### src/rtl/ram_arb_pkg.sv
// Shared definitions for the two-requester RAM port arbiter: FSM encodings
// and the legal read-latency values.
package ram_arb_pkg;

  typedef enum logic [1:0] {
    ST_IDLE  = 2'd0,
    ST_LOCK0 = 2'd1,
    ST_LOCK1 = 2'd2
  } arb_state_t;

  localparam int unsigned RD_LAT_COMB = 1;  // RAM without output register
  localparam int unsigned RD_LAT_REG  = 2;  // RAM with output register

  function automatic bit rd_latency_legal(input int unsigned lat);
    return (lat == RD_LAT_COMB) || (lat == RD_LAT_REG);
  endfunction

endpackage

### src/rtl/ram_port_arbiter.sv
// Round-robin arbiter with lock support sharing one synchronous RAM port
// between two requesters; read responses are routed back after RD_LATENCY.
module ram_port_arbiter
  import ram_arb_pkg::*;
#(
  parameter int unsigned DATA_WIDTH = 8,
  parameter int unsigned ADDR_WIDTH = 12,
  parameter int unsigned RD_LATENCY = 1
) (
  input  logic                  clk,
  input  logic                  reset,
  input  logic                  req0_valid,
  output logic                  req0_ready,
  input  logic                  req0_we,
  input  logic                  req0_lock,
  input  logic [ADDR_WIDTH-1:0] req0_addr,
  input  logic [DATA_WIDTH-1:0] req0_wdata,
  output logic                  rsp0_valid,
  output logic [DATA_WIDTH-1:0] rsp0_rdata,
  input  logic                  req1_valid,
  output logic                  req1_ready,
  input  logic                  req1_we,
  input  logic                  req1_lock,
  input  logic [ADDR_WIDTH-1:0] req1_addr,
  input  logic [DATA_WIDTH-1:0] req1_wdata,
  output logic                  rsp1_valid,
  output logic [DATA_WIDTH-1:0] rsp1_rdata,
  output logic                  ram_we,
  output logic [ADDR_WIDTH-1:0] ram_addr,
  output logic [DATA_WIDTH-1:0] ram_din,
  input  logic [DATA_WIDTH-1:0] ram_dout
);

  // An illegal latency falls back to the unregistered-RAM timing.
  localparam int unsigned LAT = rd_latency_legal(RD_LATENCY) ? RD_LATENCY : RD_LAT_COMB;

  arb_state_t     r_state;
  logic           r_last;      // 1 = requester 1 was granted last
  logic [LAT-1:0] r_pipe_v;
  logic [LAT-1:0] r_pipe_id;

  logic           w_rdy0;
  logic           w_rdy1;
  logic           w_hs;
  logic           w_gnt1;
  logic           w_gnt_we;
  logic           w_gnt_lock;
  logic           w_rd_issue;
  logic           w_tap_v;

  always_comb begin
    w_rdy0 = 1'b0;
    w_rdy1 = 1'b0;
    if (!reset) begin
      case (r_state)
        ST_IDLE: begin
          if (req0_valid && req1_valid) begin
            w_rdy0 = r_last;
            w_rdy1 = !r_last;
          end else begin
            w_rdy0 = req0_valid;
            w_rdy1 = req1_valid;
          end
        end
        ST_LOCK0: w_rdy0 = req0_valid;
        ST_LOCK1: w_rdy1 = req1_valid;
        default: ;
      endcase
    end
  end

  assign w_hs       = w_rdy0 | w_rdy1;
  assign w_gnt1     = w_rdy1;
  assign w_gnt_we   = w_gnt1 ? req1_we   : req0_we;
  assign w_gnt_lock = w_gnt1 ? req1_lock : req0_lock;
  assign w_rd_issue = w_hs & !w_gnt_we;

  assign req0_ready = w_rdy0;
  assign req1_ready = w_rdy1;
  assign ram_we     = w_hs & w_gnt_we;
  assign ram_addr   = w_gnt1 ? req1_addr  : req0_addr;
  assign ram_din    = w_gnt1 ? req1_wdata : req0_wdata;

  always_ff @(posedge clk) begin
    if (reset) begin
      r_state   <= ST_IDLE;
      r_last    <= 1'b1;
      r_pipe_v  <= '0;
      r_pipe_id <= '0;
    end else begin
      if (w_hs) begin
        r_last  <= w_gnt1;
        r_state <= w_gnt_lock ? (w_gnt1 ? ST_LOCK1 : ST_LOCK0) : ST_IDLE;
      end
      // Shift by one stage; the concatenation's top bit falls off the end.
      r_pipe_v  <= LAT'({r_pipe_v,  w_rd_issue});
      r_pipe_id <= LAT'({r_pipe_id, w_gnt1});
    end
  end

  assign w_tap_v    = r_pipe_v[LAT-1] & !reset;
  assign rsp0_valid = w_tap_v & !r_pipe_id[LAT-1];
  assign rsp1_valid = w_tap_v &  r_pipe_id[LAT-1];
  assign rsp0_rdata = rsp0_valid ? ram_dout : '0;
  assign rsp1_rdata = rsp1_valid ? ram_dout : '0;

endmodule

### config.mk
export PLATFORM = sky130hd
export DESIGN_NAME = ram_port_arbiter
export DESIGN_NICKNAME = d
export VERILOG_FILES = /design/src/rtl/ram_arb_pkg.sv /design/src/rtl/ram_port_arbiter.sv
export SDC_FILE = /design/constraint.sdc
export NUM_CORES = 1
export LEC_CHECK = 0
export ABC_AREA = 1
export BUFFER_PORTS_ARGS = -buffer_cell sky130_fd_sc_hd__buf_2
export CAP_MARGIN = 40
export CORE_ASPECT_RATIO = 0.8
export CORE_MARGIN = 1.5
export CORE_UTILIZATION = 31
export DETAILED_ROUTE_END_ITERATION = 10
export HOLD_SLACK_MARGIN = 0.1
export PLACE_DENSITY = 0.85
export SETUP_SLACK_MARGIN = 0.1
export SKIP_CTS_REPAIR_TIMING = 1
export SLEW_MARGIN = 20
export SYNTH_ARGS = -nofsm -noshare
export SYNTH_HDL_FRONTEND = slang
export SYNTH_SLANG_ARGS = --single-unit
### constraint.sdc
create_clock -name clk -period 3.54 [get_ports clk]
set_input_delay 0.708 -clock clk [delete_from_list [all_inputs] [get_ports clk]]
set_output_delay 0.708 -clock clk [all_outputs]
set_load 0.005 [all_outputs]
==> run_results.csv <==
group,metric,value,unit
run,maxCapViolations,0,
pwr,pwr-share-comb,0.451,
critical_path,cp_max_fo,25,
critical_path,path_cells,"buf_2, nand2_2, nor2_4, nand2_4, inv_2, nand2_1, nand2_1, buf_2",
routing,ant_nets,0,
sta,hold_violations,0,
critical_path,crit_path_start_kind,"input port",
clock_network,numClockSinks,5,
floorplanning,row_count,14,
finish,layout_common_cells,"buf_2 (96), nand2_1 (69), nor2_1 (21)",
place,dp_hpwl,1.76,mm
clock_network,clk_latency,0.25,ns
critical_path,crit_family,"simple AND/OR/NAND/NOR gates",
finish,utilization,0.596,
finish,syn_to_final_growth,78.3,%
finish,n_antenna_cell,0,
grt,grt_max_degree,26,
sta,report.final.slew_viol_count,0,
clock_network,htree_levels,1,
clock_network,path_clk_slew,0.04,ns
yosys,avgSynthCellArea,4.81,sq um
finish,num-fill-cells,212,
clock_network,cts_buffers,3,
critical_path,crit_path_end_kind,"output pin",
pwr,clockPowerShare,0.291,
yosys,synth_nets,190,
grt,grt_pass1_wl,3.04,mm
yosys,ys_seq_area_frac,0.155,
place,portBuffers,96,
grt,grt.overflow.total,0,
sta,worstMarginPinSlew,0.323,ns
routing,wire_per_inst,8.33,um
sta,finClkSkew,0.00180,ns
yosys,ys_seq_elements,5,
floorplanning,die_x,54.0,um
routing,wirelength,2.12,mm
routing,first_pass_iters,3,
pwr,power_frac_seq,0.258,
worst_hold_path,hp-class,"reg -> reg",
pwr,p_leak,0.845,nW
floorplanning,die_y,43.8,um
pwr,p_sw_frac,0.342,
sta,fmax,399,MHz
pwr,peakVddDrop,0.000157,V
clock_network,cts-root-buf,"clkbuf_4",
sta,slew_headroom,0.784,
pwr,finalPower,0.000239,W
grt,antenna_found_initial,0,
floorplanning,core_area,1930,sq um
routing,vias_per_cell,4.18,
floorplanning,start_util,0.334,
sta,tns,0,ns
sta,rsz0062_at_grt,"no",
clock_network,cts_buffer_depth,2,
sta,period_needed,2.51,ns
routing,dr.first_iter.drc_count,4,
critical_path,crit_type,"in -> out",
floorplanning,io_pins,97,
grt,grt_pass1_vias,822,
critical_path,cp_num_buf_inv,3,
pwr,switching_power,0.0000817,W
pwr,power_density,208,nW/um^2
routing,vias,1062,
routing,drc,0,
sta,finalSetupViolCount,0,
yosys,netlist_area,644,sq um
finish,nNetsFinal,287,
floorplanning,die-area,2360,sq um
yosys,netlist-cell-type-count,15,
pwr,p_int,0.000157,W
critical_path,arrival,1.80,ns
status,status,"finished, final reports clean",
finish,layout.cells.most_common,"buf_2",
yosys,synthCells,134,
critical_path,r2r_slack,2.48,ns
critical_path,worstPathRequired,2.83,ns
place,place_congestion,0.737,
sta,period_share,0.708,
clock_network,tritoncts,"yes",
grt,track_usage,0.180,
critical_path,slowest_delay,0.31,ns
critical_path,cpMaxStageDelayCell,"inv_2",
finish,drive_gt1_frac,0.465,
yosys,ys_warn_count,0,
==> kinds of logic after synthesis <==
logic type,share of synthesized area
buf+inv,0.161
compound gates,0.0369
simple gates,0.647
flops,0.155
==> final cells by class <==
cell class	instances	area (sq um)	area share
tap	24	30.0	0.0261
clock buffer	4	26.3	0.0229
sequential	5	100	0.0871
timing repair buffer	96	480	0.418
multi-input combinational	106	440	0.383
inverter	19	71.3	0.0621
==> synthesized netlist by cell type <==
master | instances | area share
buf_6 | 2 | 0.035
nor2_1 | 21 | 0.12
o211ai_1 | 1 | 0.012
buf_2 | 2 | 0.016
a21oi_1 | 2 | 0.016
inv_1 | 15 | 0.087
nor2_4 | 1 | 0.017
nand3_2 | 1 | 0.016
a31oi_1 | 1 | 0.0097
inv_2 | 4 | 0.023
dfxtp_1 | 5 | 0.16
nand2_4 | 1 | 0.017
nand2_1 | 69 | 0.40
nand3_1 | 8 | 0.062
nand2_2 | 1 | 0.0097
==> sequential cells by signal (all words and copies together), names as in the netlist <==
name,count
r_state,2
r_last,1
r_pipe_id,1
r_pipe_v,1
==> path summary, 6_finish.rpt <==
| path | from | endpoint | cells past startpoint |
|---|---|---|---|
| worst min register to register | r_state[1] | r_state[1] | 2 |
| worst min-delay path | r_state[1] | r_state[1] | 2 |
| worst max register to register | r_state[0] | r_pipe_v | 7 |
| worst max-delay path | req1_valid | ram_addr[10] | 8 |
==> power by group through the flow <==
stage	Clock, W	Sequential [W]	Combinational, W
finish	0.0000694	0.0000617	0.000108
floorplan	0	0.0000623	0.0000524
global route	0.0000765	0.0000623	0.000124
CTS	0.0000733	0.0000617	0.000109
global placement	0	0.0000626	0.000108
detailed placement	0	0.0000626	0.000109
==> per-layer routing <==
layer,global-route usage,up-vias,share of wire
met2,0.307,58,0.46
met3,0.0759,5,0.12
li1,-,586,-
met5,0,-,0
met4,0.105,0,0.018
met1,0.181,413,0.40
==> metrics by stage <==
stage                     std cells  worst slack [ns]  hold WS, ns  instance area (sq um)
after floorplan                 134              1.57        0.451                    644
after global routing            254             0.891        0.531                   1150
after global placement          250              1.06        0.488                   1120
after CTS                       254              1.02        0.489                   1150
after detailed placement        250              1.03        0.484                   1120
final                           254              1.03        0.492                   1150
==> worst reg2reg max path, cell delays in order, from the launching register on <==
cell and delay, ns:
dfxtp_1 0.31, inv_2 0.07, nand2_2 0.07, nor2_4 0.13, nand2_4 0.18, nand2_1 0.10
nand2_1 0.05, nor2_1 0.08
(Power assumes the default switching activity.)
